### src/rtl/calc_core_if.sv
// Operand/command and result signals between the calculator front end and calc_core.
// The master drives the switches and pulses; the slave (the core) returns the display value and flags.
interface calc_core_if #(
  parameter int unsigned WIDTH = 8
) ();
  logic [WIDTH-1:0] sw;
  logic [1:0]       op;
  logic             enter;
  logic             clear;
  logic [WIDTH-1:0] display;
  logic             err;
  logic             busy;

  modport master (
    output sw, op, enter, clear,
    input  display, err, busy
  );

  modport slave (
    input  sw, op, enter, clear,
    output display, err, busy
  );
endinterface

### src/rtl/calc_core.sv
// Unsigned four-function calculator engine: latches A then B (with op) on enter pulses, then
// executes add/sub in one cycle or shift-add mul / restoring div over WIDTH iterations.
module calc_core #(
  parameter int unsigned WIDTH         = 8,
  parameter bit          ECHO_OPERANDS = 1'b1
) (
  input  logic        clk,
  input  logic        rst_n,
  calc_core_if.slave  bus
);

  localparam int unsigned CntW = $clog2(WIDTH + 1);

  typedef enum logic [1:0] {StA, StB, StExec} state_e;

  state_e           state_q, state_d;
  logic [WIDTH-1:0] a_q, a_d, b_q, b_d;
  logic [WIDTH-1:0] hi_q, hi_d, lo_q, lo_d;
  logic [WIDTH-1:0] disp_q, disp_d;
  logic [1:0]       op_q, op_d;
  logic             err_q, err_d, busy_q, busy_d;
  logic [CntW-1:0]  cnt_q, cnt_d;

  logic [WIDTH:0] add_sum, sub_diff, mul_sum, div_shift, div_trial;
  logic           iter_left;

  assign add_sum   = {1'b0, a_q} + {1'b0, b_q};
  assign sub_diff  = {1'b0, a_q} - {1'b0, b_q};
  // hi:lo holds partial product (mul) or remainder:quotient (div).
  assign mul_sum   = {1'b0, hi_q} + (lo_q[0] ? {1'b0, a_q} : '0);
  assign div_shift = {hi_q, lo_q[WIDTH-1]};
  assign div_trial = div_shift - {1'b0, b_q};
  assign iter_left = (cnt_q < CntW'(WIDTH));

  always_comb begin
    state_d = state_q;
    a_d     = a_q;
    b_d     = b_q;
    hi_d    = hi_q;
    lo_d    = lo_q;
    disp_d  = disp_q;
    op_d    = op_q;
    err_d   = err_q;
    busy_d  = busy_q;
    cnt_d   = cnt_q;

    unique case (state_q)
      StA: begin
        if (bus.enter) begin
          a_d   = bus.sw;
          err_d = 1'b0;
          if (ECHO_OPERANDS) disp_d = bus.sw;
          state_d = StB;
        end
      end
      StB: begin
        if (bus.enter) begin
          b_d    = bus.sw;
          op_d   = bus.op;
          busy_d = 1'b1;
          cnt_d  = '0;
          hi_d   = '0;
          lo_d   = (bus.op == 2'b11) ? a_q : bus.sw;
          if (ECHO_OPERANDS) disp_d = bus.sw;
          state_d = StExec;
        end
      end
      StExec: begin
        unique case (op_q)
          2'b00: begin
            disp_d  = add_sum[WIDTH-1:0];
            err_d   = add_sum[WIDTH];
            busy_d  = 1'b0;
            state_d = StA;
          end
          2'b01: begin
            disp_d  = sub_diff[WIDTH-1:0];
            err_d   = sub_diff[WIDTH];
            busy_d  = 1'b0;
            state_d = StA;
          end
          2'b10: begin
            if (iter_left) begin
              hi_d  = mul_sum[WIDTH:1];
              lo_d  = {mul_sum[0], lo_q[WIDTH-1:1]};
              cnt_d = cnt_q + 1'b1;
            end else begin
              disp_d  = lo_q;
              err_d   = |hi_q;
              busy_d  = 1'b0;
              state_d = StA;
            end
          end
          2'b11: begin
            if (b_q == '0) begin
              disp_d  = '1;
              err_d   = 1'b1;
              busy_d  = 1'b0;
              state_d = StA;
            end else if (iter_left) begin
              if (!div_trial[WIDTH]) begin
                hi_d = div_trial[WIDTH-1:0];
                lo_d = {lo_q[WIDTH-2:0], 1'b1};
              end else begin
                hi_d = div_shift[WIDTH-1:0];
                lo_d = {lo_q[WIDTH-2:0], 1'b0};
              end
              cnt_d = cnt_q + 1'b1;
            end else begin
              disp_d  = lo_q;
              err_d   = 1'b0;
              busy_d  = 1'b0;
              state_d = StA;
            end
          end
          default: ;
        endcase
      end
      default: state_d = StA;
    endcase

    // Clear overrides everything, including a coincident enter.
    if (bus.clear) begin
      state_d = StA;
      disp_d  = '0;
      err_d   = 1'b0;
      busy_d  = 1'b0;
      cnt_d   = '0;
    end
  end

  always_ff @(posedge clk or negedge rst_n) begin
    if (!rst_n) begin
      state_q <= StA;
      a_q     <= '0;
      b_q     <= '0;
      hi_q    <= '0;
      lo_q    <= '0;
      disp_q  <= '0;
      op_q    <= '0;
      err_q   <= 1'b0;
      busy_q  <= 1'b0;
      cnt_q   <= '0;
    end else begin
      state_q <= state_d;
      a_q     <= a_d;
      b_q     <= b_d;
      hi_q    <= hi_d;
      lo_q    <= lo_d;
      disp_q  <= disp_d;
      op_q    <= op_d;
      err_q   <= err_d;
      busy_q  <= busy_d;
      cnt_q   <= cnt_d;
    end
  end

  assign bus.display = disp_q;
  assign bus.err     = err_q;
  assign bus.busy    = busy_q;

endmodule

### src/flat_wrapper.sv
// flat-port wrapper written by rule: the top's interface ports become plain ports
module calc_core_flat 
#(
  parameter int unsigned WIDTH         = 8,
  parameter bit          ECHO_OPERANDS = 1'b1
)
  (clk, rst_n, bus_sw, bus_op, bus_enter, bus_clear, bus_display, bus_err, bus_busy);
  calc_core_if #(.WIDTH(WIDTH)) bus_i ();
  input  logic clk;
  input  logic rst_n;
  input wire logic [$bits(bus_i.sw)-1:0] bus_sw;
  input wire logic [$bits(bus_i.op)-1:0] bus_op;
  input wire logic [$bits(bus_i.enter)-1:0] bus_enter;
  input wire logic [$bits(bus_i.clear)-1:0] bus_clear;
  output wire logic [$bits(bus_i.display)-1:0] bus_display;
  output wire logic [$bits(bus_i.err)-1:0] bus_err;
  output wire logic [$bits(bus_i.busy)-1:0] bus_busy;
  assign bus_i.sw = bus_sw;
  assign bus_i.op = bus_op;
  assign bus_i.enter = bus_enter;
  assign bus_i.clear = bus_clear;
  assign bus_display = bus_i.display;
  assign bus_err = bus_i.err;
  assign bus_busy = bus_i.busy;
  calc_core #(.WIDTH(WIDTH), .ECHO_OPERANDS(ECHO_OPERANDS)) u_core (.clk(clk), .rst_n(rst_n), .bus(bus_i));
endmodule
### config.mk
export PLATFORM = sky130hd
export DESIGN_NAME = calc_core_flat
export DESIGN_NICKNAME = d
export VERILOG_FILES = /design/src/rtl/calc_core_if.sv /design/src/rtl/calc_core.sv /design/src/flat_wrapper.sv
export SDC_FILE = /design/constraint.sdc
export NUM_CORES = 1
export LEC_CHECK = 0
export CORE_UTILIZATION = 55
export CTS_BUF_LIST = sky130_fd_sc_hd__clkbuf_4 sky130_fd_sc_hd__clkbuf_8 sky130_fd_sc_hd__clkbuf_16
export DETAILED_ROUTE_END_ITERATION = 6
export PLACE_DENSITY_LB_ADDON = 0.2
export SYNTH_ARGS = -nofsm -noshare
export SYNTH_HDL_FRONTEND = slang
export SYNTH_SLANG_ARGS = --single-unit
### constraint.sdc
create_clock -name clk -period 2.37 [get_ports clk]
set_input_delay 0.474 -clock clk [delete_from_list [all_inputs] [get_ports clk]]
set_output_delay 0.474 -clock clk [all_outputs]
set_load 0.01 [all_outputs]
# Word-level counts from Yosys, hierarchy flattened
# Cells that the tools add are included.
[classes]
order_cmp = 1
n_eq_ne = 18
add_sub_neg = 5
n_reduce_logical = 18
mux = 48
[ops]
columns = ["operator", "count"]
rows = [
  ["8-bit 2-to-1 mux", 15],
  ["8-bit case mux with 2 select lines", 5],
  ["8-bit case mux with 4 select lines", 1],
  ["4-bit 2-to-1 mux", 4],
  ["4-bit case mux with 2 select lines", 2],
  ["2-bit case mux with 3 select lines", 2],
  ["1-bit 2-to-1 mux", 10],
  ["2-bit 2-to-1 mux", 5],
  ["2-bit AND reduction", 5],
  ["8-bit by 8-bit adder with 9-bit output", 1],
  ["8-bit by 9-bit adder with 9-bit output", 1],
  ["3-bit by 2-bit != test with 1-bit output, second input constant", 3],
  ["3-bit != test, second input constant", 3],
  ["3-bit nonzero test", 3],
  ["8-bit by 8-bit subtractor with 9-bit output", 1],
  ["9-bit by 8-bit subtractor with 9-bit output", 1],
  ["2-bit == test, second input constant", 4],
  ["8-bit zero test", 1],
  ["4-bit != test, second input constant", 2],
  ["4-bit AND reduction", 2],
  ["8-bit OR reduction", 1],
  ["6-bit AND reduction", 1],
  ["5-bit != test, second input constant", 1],
  ["4-bit by 1-bit adder with 4-bit output, second input constant", 1],
  ["other kinds (11)", 15],
]
[totals]
wordCells = 100
out_inout_bits = 10
in_bits = 14
ff_bits = 50

# Longest topological paths before layout
# Gate-level depths: netlist (run 1).
[depth]
depth_word = 6
depth_mapped = 11
mapped_depth_nobuf = 10

# Least setup slack after synthesis (run 1)
# No wires, ideal clock.
[synth_timing]
path_type = "flip-flop to flip-flop"
start = "register u_core.b_q[0]"
end = "register u_core.hi_q[1]"
required_time_ns = 2.294
n_path_buf = 1
arrival_ns = 2.477
period_less_slack_ns = 2.554
setup_ns = 0.076
path_stages_with_launch = 10
path_slack_ns = -0.184
cell_sequence = "dfrtp_1 -> ha_1 -> fa_1 -> nand2b_1 -> a21oi_1 -> o21a_1 -> o311a_1 -> buf_2 -> mux2_2 -> o21ai_1"
[synth_via]
elab_chain_cells = 6
word_cells_on_any_way = 9
cone_classes = "add/sub: 1; eq/ne: 1; mux: 5; reduce/logical: 2"
[synth_rtl]
columns = ["element", "line_no", "source"]
rows = [
  ["from (decl)", "calc_core.sv:17", "logic [WIDTH-1:0] a_q, a_d, b_q, b_d;"],
  ["from (signal assigned)", "calc_core.sv:136", "b_q <= '0;"],
  ["from (signal assigned)", "calc_core.sv:147", "b_q <= b_d;"],
  ["9-bit by 8-bit subtractor with 9-bit output", "calc_core.sv:32", "assign div_trial = div_shift - {1'b0, b_q};"],
  ["8-bit 2-to-1 mux", "calc_core.sv:101", "if (!div_trial[WIDTH]) begin"],
  ["8-bit 2-to-1 mux", "calc_core.sv:100", "end else if (iter_left) begin"],
  ["8-bit 2-to-1 mux", "calc_core.sv:95", "if (b_q == '0) begin"],
  ["8-bit case mux with 2 select lines", "calc_core.sv:69", "unique case (op_q)"],
  ["8-bit case mux with 2 select lines", "calc_core.sv:47", "unique case (state_q)"],
  ["to (signal assigned)", "calc_core.sv:148", "hi_q <= hi_d;"],
  ["to (decl)", "calc_core.sv:18", "logic [WIDTH-1:0] hi_q, hi_d, lo_q, lo_d;"],
]
# Several ways; a longest one is shown, not always the timed one. The select of a mux whose other input is x is not followed.
# A chain may end at the register's enable or synchronous reset.

# Worst setup path after layout (run 1)
[layout_timing]
start = "register u_core.lo_q[7]"
end = "register u_core.hi_q[1]"
[layout_via]
elab_chain_cells = 6
[layout_rtl]
columns = ["element", "line_no", "source"]
rows = [
  ["from (decl)", "calc_core.sv:18", ""],
  ["from (signal assigned)", "calc_core.sv:149", "lo_q <= lo_d;"],
  ["9-bit by 8-bit subtractor with 9-bit output", "calc_core.sv:32", ""],
  ["8-bit 2-to-1 mux", "calc_core.sv:101", ""],
  ["8-bit 2-to-1 mux", "calc_core.sv:100", ""],
  ["8-bit 2-to-1 mux", "calc_core.sv:95", ""],
  ["8-bit case mux with 2 select lines", "calc_core.sv:69", ""],
  ["8-bit case mux with 2 select lines", "calc_core.sv:47", ""],
]
# No other way between the ends. The select of a mux whose other input is x is not followed.

==> results.md, run 1 <==
- Htree depth: 2
- DR WL/cell: 19.2 um
- Post-synth ARST share: 100%
- Post-synth net total: 564
- Via count of the first global-routing pass: 4131
- Peak supply drop: 513 uV
- Status: finished, final reports clean
- Largest net degree at the start of global routing: 41
- Die Area: 0.00810 sq mm
- Slew Viols, Final: 0
- Max Fclk: 428 MHz
- Drt pass-1 iters: 5
- Die Y: 90.0 um
- PortBufs: 23
- Critical path's slowest cell: fa_2
- HPWL after DPL: 9.84 mm
- Initial antenna violation count: 0
- Initial Util: 57.8%
- CTS sink count: 50
- GR Util All Layers: 32.6%
- Pwr per Cell Area: 931 mW/mm^2
- Slew margin rel.: 67.6%
- Worst path bufs/invs: 2
- Setup-failing EPs final: 0
- Main flop type after synthesis: dfrtp_1
- CORE AREA: 0.00737 sq mm
- Routed wire length: 13.0 mm
- Critical Path Fanout Max: 7
- Top Usage Layer GRT: met2
- Final Wtd Congestion: 0.986
- CTS root buf: clkbuf_8
- Synthesized area: 0.00426 sq mm
- Final Hold Fails: 0
- Tightest Pin Transition: 0.485 ns
- Nature of the critical path startpoint: flop
- Layout area overhead: 22.6%
- Worst-Skew Late Latency: 0.31 ns
- Clock Skews: 0.00873 ns
- Post-Syn Instances: 513
- Diodes inserted: 0
- CP endpoint kind: flop
- Family with the most delay on the worst path: compound AO/OA/AOI/OAI gates
- Final worst path period need: 2.34 ns
- EDFF count, synth: 0
- Residual DRC: 0
- Clock-pin slew on the worst setup and hold paths: 0.10 ns
- Nets: 630
- Max Root-Sink Buffers: 2
- TritonCTS clock tree: done
- Row Count: 31
- Avg Cell Area, Syn: 8.30 sq um
- Worst path max stage delay: 0.39 ns
- Die width: 90.0 um
- Max Cap Violations: 0
- Required time of the worst setup path: 2.62 ns
- Leak pwr: 0.00230 uW
- Layout cells sized above 1: 20.3%
- Met3 track utilization from global routing: 4.65%
- Sequential-to-total area share from yosys stat: 29.4%
- GR Util met1: 41.6%
- Final cycle utilization of the critical path: 98.6%
- Crit Path Class: flop to flop
- Pwr Total: 4860 uW
- Met2 usage: 55.7%
- Number of I/O pins: 24
- Gr ovfl total: 0
- CTS buffer count: 5
- Via count: 4272
- Vias per cell: 6.29
- Arr. time, crit path: 2.58 ns
- Cell total after placement: 663
- DR iter-0 viols: 386
- #FFs+latches synth: 50
- Yosys warning count: 0
- Crit-path cells: inv_2, ha_2, fa_2, nand2b_4, a21oi_4, o21a_1, o311a_1, buf_6, mux2_2, o21ai_1
- Antenna Nets Post-Route: 0
- Most common cell after layout, fill and taps aside: nand2_1
- Number of distinct library cells after synthesis: 61
- RSZ-0062 raised after global routing: true
- Post-CTS Hold Fix Bufs: 0
- First-pass GRT wire length: 21.1 mm
- Final cell count without fillers: 679
- Hold Path Class: primary input to asynchronous set/reset pin
- Most frequent cells in the layout: 63 x nand2_1, 57 x buf_4, 50 x dfrtp_1
==> power breakdown <==
group          total (uW)  internal [uW]  switching [uW]  leakage, uW
combinational        2970           1380            1590      0.00161
clock                 642            315             327    0.0000504
sequential           1250           1030             218     0.000642
total                4860           2730            2130      0.00230
==> synthesized netlist by cell type (all sizes together), types with 4 or more instances <==
cell type / number / area (sq um)
nor2b: 9 / 56.3
xnor2: 12 / 105
and2: 9 / 56.3
a31oi: 6 / 37.5
or4: 4 / 37.5
mux2i: 11 / 110
o311ai: 4 / 42.6
mux2: 17 / 191
o31a: 4 / 35.0
o21ai: 55 / 275
inv: 25 / 93.8
o311a: 5 / 61.3
a21oi: 32 / 160
dfrtp: 50 / 1250
ha: 33 / 413
buf: 8 / 43.8
nor4: 4 / 25.0
o21a: 7 / 52.6
nor3: 26 / 130
a211oi: 7 / 52.6
nand3: 8 / 40.0
fa: 4 / 80.1
nand2: 64 / 248
nand2b: 9 / 56.3
o31ai: 5 / 37.5
clkbuf: 17 / 63.8
nor2: 32 / 128
==> stage by stage <==
| stage | setup WS, ns | hold slack, ns | utilization (%) | instance area [sq um] | setup TNS, ns |
|---|---|---|---|---|---|
| 2_1_floorplan | 0.00544 | 0.178 | - | 4280 | 0 |
| 3_3_place_gp | -0.0684 | 0.373 | 66.9 | 4930 | -0.0684 |
| 3_5_place_dp | -0.115 | 0.374 | 66.9 | 4930 | -0.212 |
| 4_1_cts | 0.0116 | 0.0362 | 68.5 | 5050 | 0 |
| 5_1_grt | -0.115 | 0.0397 | 70.8 | 5220 | -0.268 |
| 6_report | 0.0338 | 0.0201 | 70.8 | 5220 | 0 |
==> sequential cells by signal (all words and copies together), names as in the netlist <==
signal              cells
u_core.b_q              8
u_core.a_q              8
u_core.op_q             2
u_core.lo_q             8
u_core.cnt_q            4
u_core.hi_q             8
u_core.bus.display      8
u_core.state_q          2
u_core.bus.err          1
u_core.bus.busy         1
==> logic make-up after synthesis <==
family	Yosys count	share of synthesized area [%]
AOI/OAI and AO/OA	157	24.0
xor gates and xnor gates	15	3.09
muxes	28	7.08
buffers and inverters	50	4.73
and+or+nand+nor	176	20.1
DFF	50	29.4
adders and majority gates	37	11.6
==> routing by layer <==
layer / up-vias / part of all wire (%)
met5: - / 0
met4: 0 / 2.9
met1: 2047 / 41
met3: 35 / 6.6
met2: 185 / 50
li1: 2005 / -
==> area by class of cell <==
type	instances	area [sq um]
clock buffers	5	68.8
fillers	584	2150
flip-flops and latches	50	1250
inverters	25	93.8
clock inverters	3	45.0
well taps	99	124
repair buffers	84	716
multi-input cells	413	2920
==> worst paths after layout <==
path,start,endpoint,slack (ns),cells past startpoint
worst max register to register,u_core.lo_q[7],u_core.hi_q[1],0.03,10
max in group asynchronous,rst_n,u_core.b_q[4],1.84,2
min in group clk,u_core.bus.busy,u_core.bus.busy,0.53,2
worst max-delay path,u_core.lo_q[7],u_core.hi_q[1],0.03,10
worst min-delay path,rst_n,u_core.bus.display[2],0.02,1
worst min register to register,u_core.bus.busy,u_core.bus.busy,0.53,2
==> what timing repair did <==
action | 4_1_cts | 5_1_grt
buffers inserted | 0 | 8
pin swaps | 0 | 9
setup endpoints to repair | 4 | 18
gates resized for setup | 2 | 28
No activity file was read; power rests on OpenSTA's default activity.
==> run 2: changes to the inputs <==
--- a/config.mk
+++ b/config.mk
@@ -5,7 +5,7 @@
 export SDC_FILE = /design/constraint.sdc
 export NUM_CORES = 1
 export LEC_CHECK = 0
-export CORE_UTILIZATION = 55
+export CORE_UTILIZATION = 61
 export CTS_BUF_LIST = sky130_fd_sc_hd__clkbuf_4 sky130_fd_sc_hd__clkbuf_8 sky130_fd_sc_hd__clkbuf_16
 export DETAILED_ROUTE_END_ITERATION = 6
 export PLACE_DENSITY_LB_ADDON = 0.2
==> constraint.sdc (replaced) <==
create_clock -name clk -period 2.51 [get_ports clk]
set_input_delay 0.502 -clock clk [delete_from_list [all_inputs] [get_ports clk]]
set_output_delay 0.502 -clock clk [all_outputs]
set_load 0.01 [all_outputs]
==> run 2 against run 1 <==
Power fell by 11%; hold slack improved by 0.27 ns; largest power group unchanged; flip-flop and latch count did not move; routed wire length fell by 3.0%; maximum frequency fell by 2.2%; combinational power fell by 20%; critical path type unchanged; clock power rose by 12%; core utilization rose by 1.9 points.
==> results.md, run 2 (synthesis gave the netlist of run 1 again) <==
- Status: finished, final reports clean
- Die width: 85.5 um
- Net Sw Frac: 43.5%
- PortBufs: 23
- Leak pwr: 0.00216 uW
- Final cycle utilization of the critical path: 95.2%
- Gr ovfl total: 0
- Antenna Nets Post-Route: 0
- Cell Int Power: 2440 uW
- Initial Util: 63.0%
- Via count: 4200
- CTS root buf: clkbuf_8
- Peak supply drop: 521 uV
- CTS sink count: 50
- CTS buffer count: 5
- Reg2Reg Setup Slack: 0.12 ns
- Worst setup margin: 0.121 ns
- Max Root-Sink Buffers: 2
- Htree depth: 2
- Cells on worst reg2reg path: 10
- CP Launch Point: u_core.lo_q[0]
- Capture point of the worst path: u_core.hi_q[5]
- Pwr Total: 4320 uW
- Final Wtd Congestion: 0.988
- Clock-pin slew on the worst setup and hold paths: 0.11 ns
- Worst path bufs/invs: 1
- Worst hold slack: 0.287 ns
- Sequential share of power: 28.0%
- CP endpoint kind: flop
- Post-CTS Hold Fix Bufs: 0
- Final Hold Fails: 0
- Worst R2R End: u_core.hi_q[5]
- Nature of the critical path startpoint: flop
- Most common cell after layout, fill and taps aside: nand2_1
- CORE AREA: 0.00676 sq mm
- Dpl cell area: 0.00470 sq mm
- Family with the most delay on the worst path: compound AO/OA/AOI/OAI gates
- Diodes inserted: 0
- RR Startpoint: u_core.lo_q[0]
- Final worst path period need: 2.39 ns
- Hold Path Class: primary input to asynchronous set/reset pin
- Max Cap Violations: 0
- Slew margin rel.: 54.7%
- Nets: 603
- Clock power frac: 16.7%
- Setup WS pre-CTS: 0.0631 ns
- Number of I/O pins: 24
- Final Util: 72.7%
- Routed wire length: 12.6 mm
- P_sw: 1880 uW
- Die Y: 85.5 um
- Via count of the first global-routing pass: 4093
- Critical Path Fanout Max: 7
- Crit Path Class: flop to flop
- Pwr per Cell Area: 879 mW/mm^2
- GR Util All Layers: 35.8%
- Layout cells sized above 1: 13.9%
- Layout area overhead: 15.3%
- Clock Skews: 0.0113 ns
- Worst path max stage delay: 0.42 ns
- DR WL/cell: 20.0 um
- Drt pass-1 iters: 7
- DR iter-0 viols: 391
- Worst-Skew Late Latency: 0.32 ns
- Most frequent cells in the layout: 63 x nand2_1, 51 x o21ai_0, 48 x dfrtp_1
- First-pass GRT wire length: 20.4 mm
- Slew Viols, Final: 0
- Arr. time, crit path: 2.57 ns
- Fillers: 511
- Required time of the worst setup path: 2.69 ns
- Tightest Pin Transition: 0.679 ns
- Critical path's slowest cell: dfrtp_2
- Crit-path cells: and2_1, ha_1, inv_1, fa_1, nor2b_1, o31a_1, o22ai_1, xnor2_1, a222oi_1, o31ai_1
- Largest net degree at the start of global routing: 51
- Row Count: 30
- Initial antenna violation count: 0
- HPWL after DPL: 9.41 mm
- Vias per cell: 6.64
- Max Fclk: 419 MHz
- Residual DRC: 0
- Die Area: 0.00732 sq mm
- Comb power frac: 55.3%
- Design area: 0.00491 sq mm
- TritonCTS clock tree: done
- Setup-failing EPs final: 0
- Instance count on the critical path: 10
==> run 2: cell types whose count changed in the layout (fill, tap and decap cells not counted), moves of 3 or more <==
cell	change
buf_4	-23
o21ai_0	+3
ha_1	+4
o21ai_1	-3
ha_2	-3
o311ai_2	-3
==> run 2: metrics by stage <==
stage | setup TNS (ns) | std cells
CTS | 0 | 628
detailed placement | 0 | 620
global route | -0.0527 | 633
floorplan | 0 | 513
finish | 0 | 633
global placement | 0 | 620
==> run 2: worst min path at each step <==
stage,from,to,slack (ns),cells after the start
finish,rst_n,u_core.bus.display[3],0.29,2
floorplan,rst_n,u_core.a_q[0],0.21,0
global placement,u_core.bus.busy,u_core.bus.busy,0.50,2
detailed placement,u_core.bus.busy,u_core.bus.busy,0.52,2
CTS,rst_n,u_core.bus.display[3],0.32,2
global route,rst_n,u_core.a_q[1],0.35,2
==> run 2: repair_timing <==
action	CTS	global route
resized for setup	0	12
endpoints found under the setup margin	0	9
buffers inserted	0	5
==> run 2: final cells by class <==
type                    instances  area [sq um]  share of cell area [%]
flip-flops and latches         50          1250                    25.5
inverters                      25          93.8                    1.91
well taps                      80           100                    2.04
clock inverters                 2          60.1                    1.22
clock buffers                   6          82.6                    1.68
repair buffers                 57           480                    9.78
multi-input cells             413          2840                    57.8
==> run 2: power groups by stage <==
stage / Sequential [uW] / Clock (uW) / Combinational [uW]
after floorplan: 1130 / 0 / 1660
after global placement: 1200 / 0 / 2200
after detailed placement: 1210 / 0 / 2280
after CTS: 1190 / 722 / 2290
after global routing: 1220 / 747 / 2630
final: 1210 / 722 / 2390
==> run 2: routing by layer <==
metal  GRT usage (%)  routed length, um
met2            58.8               5800
met5               0                  0
met4            17.1                606
met1            45.7               5110
met3            6.64               1120
==> run 3: changes to the inputs <==
--- a/config.mk
+++ b/config.mk
@@ -9,6 +9,7 @@
 export CTS_BUF_LIST = sky130_fd_sc_hd__clkbuf_4 sky130_fd_sc_hd__clkbuf_8 sky130_fd_sc_hd__clkbuf_16
 export DETAILED_ROUTE_END_ITERATION = 6
 export PLACE_DENSITY_LB_ADDON = 0.2
+export RECOVER_POWER = 100
 export SYNTH_ARGS = -nofsm -noshare
 export SYNTH_HDL_FRONTEND = slang
 export SYNTH_SLANG_ARGS = --single-unit
==> run 3 against run 2 <==
Routed wire length down 0.17%; flip-flop and latch count unchanged; sequential share of layout area up 0.20 points; final area down 0.76%; non-clock buffer count unchanged; clock-buffer cell count unchanged; sequential power about the same; via count about the same.
==> results.md, run 3 (synthesis gave the netlist of run 1 again) <==
- Antenna Nets Post-Route: 0
- Nets: 603
- Initial Util: 63.0%
- Top Usage Layer GRT: met2
- Hold Path Class: flop to flop
- Most frequent cells in the layout: 63 x nand2_1, 51 x o21ai_0, 48 x dfrtp_1
- Pwr per Cell Area: 880 mW/mm^2
- Htree depth: 2
- Slew Viols, Final: 0
- Initial antenna violation count: 0
- Critical path's slowest cell: or4_1
- Number of I/O pins: 24
- Slew margin rel.: 12.0%
- Nature of the critical path startpoint: flop
- Routed wire length: 12.6 mm
- Largest net degree at the start of global routing: 51
- Final Wtd Congestion: 0.988
- CP endpoint kind: flop
- Diodes inserted: 0
- Final cycle utilization of the critical path: 96.9%
- CORE AREA: 0.00676 sq mm
- Setup TNS: 0 ns
- Instance count on the critical path: 7
- Final worst path period need: 2.43 ns
- Capture point of the worst path: u_core.hi_q[6]
- Layout cells sized above 1: 12.5%
- Met3 track utilization from global routing: 6.64%
- Critical Path Fanout Max: 14
- Clock-pin slew on the worst setup and hold paths: 0.10 ns
- First-pass GRT wire length: 20.4 mm
- Worst-Skew Late Latency: 0.31 ns
- GR Util All Layers: 35.8%
- PortBufs: 23
- Worst hold slack: 0.523 ns
- Required time of the worst setup path: 2.71 ns
- Worst R2R End: u_core.hi_q[6]
- Tightest Pin Transition: 1.32 ns
- Cells on worst reg2reg path: 7
- Post-CTS Hold Fix Bufs: 0
- CTS root buf: clkbuf_8
- Via count: 4198
- Vias per cell: 6.63
- Setup-failing EPs final: 0
- Die width: 85.5 um
- Max Root-Sink Buffers: 2
- Reg2Reg Setup Slack: 0.08 ns
- Worst path max stage delay: 0.66 ns
- Leak pwr: 0.00215 uW
- CTS sink count: 50
- GR Util met1: 45.7%
- Pwr Total: 4290 uW
- Cell total after placement: 620
- Crit Path Class: flop to flop
- Family with the most delay on the worst path: simple AND/OR/NAND/NOR gates
- HPWL after DPL: 9.41 mm
- CTS buffer count: 5
- Status: finished, final reports clean
- Via count of the first global-routing pass: 4093
- Max Fclk: 411 MHz
- Layout area overhead: 14.5%
- Clock Skews: 0.0116 ns
- TritonCTS clock tree: done
- Final Hold Fails: 0
- RR Startpoint: u_core.b_q[0]
- DR iter-0 viols: 343
- Final cell count without fillers: 633
- Peak supply drop: 520 uV
- Met2 usage: 58.8%
- Residual DRC: 0
- Arr. time, crit path: 2.63 ns
- DR WL/cell: 19.9 um
- Worst path bufs/invs: 1
- Crit-path cells: clkbuf_1, or4_1, o311a_4, nand2_4, a21oi_1, nor4bb_1, a221o_1
- Drt pass-1 iters: 5
- Die Y: 85.5 um
- Die Area: 0.00732 sq mm
- Max Cap Violations: 0
- Row Count: 30
- Most common cell after layout, fill and taps aside: nand2_1
- Gr ovfl total: 0
- CP Launch Point: u_core.b_q[0]
==> run 3: cell count changes in the layout (fill, tap and decap cells not counted), moves of 3 or more <==
cell,previous run,this run
clkbuf_2,0,3
clkbuf_1,0,7
buf_4,34,23
clkdlybuf4s50_1,22,11
dlygate4sd3_1,0,11
==> run 3: routing by layer <==
metal,vias to the layer above,part of all wire (%)
li1,1949,-
met1,1966,40
met2,229,46
met3,54,9.1
met4,0,4.6
met5,-,0
==> run 3: worst min path at each step <==
stage | startpoint | cells past startpoint | slack [ns] | to
CTS | rst_n | 2 | 0.32 | u_core.bus.display[3]
global placement | u_core.bus.busy | 2 | 0.50 | u_core.bus.busy
global route | u_core.bus.busy | 2 | 0.58 | u_core.bus.busy
floorplan | rst_n | 0 | 0.21 | u_core.a_q[0]
detailed placement | u_core.bus.busy | 2 | 0.52 | u_core.bus.busy
finish | u_core.bus.busy | 2 | 0.52 | u_core.bus.busy
==> run 3: timing repair <==
action                                  4_1_cts  5_1_grt
gates resized for setup                       0       12
endpoints found under the setup margin        0        9
buffers inserted                              0        5
==> run 3: report_power, final <==
part / total, uW / switching, uW / internal [uW]
registers: 1210 / 233 / 973
logic: 2360 / 1350 / 1020
clock network: 720 / 294 / 426
==> run 3: final cells by class <==
class                   instances  area [sq um]
multi-input cells             413          2840
well taps                      80           100
repair buffers                 57           447
flip-flops and latches         50          1250
inverters                      25          93.8
clock buffers                   6          82.6
clock inverters                 2          60.1
fillers                       523          1880
==> run 3: tightest hold or removal path, cell delays in order, from the launching register on <==
cell and delay (ns):
dfrtp_1 0.35, a21oi_1 0.06, nor2_1 0.08
==> run 3: through the flow <==
stage | utilization [%] | instance area [sq um] | worst slack [ns]
final | 72.1 | 4870 | 0.0780
after global routing | 72.1 | 4870 | -0.0526
after CTS | 71.6 | 4840 | 0.0366
after detailed placement | 69.5 | 4700 | 0.0631
after global placement | 69.5 | 4700 | 0.121
after floorplan | - | 4260 | 0.0497
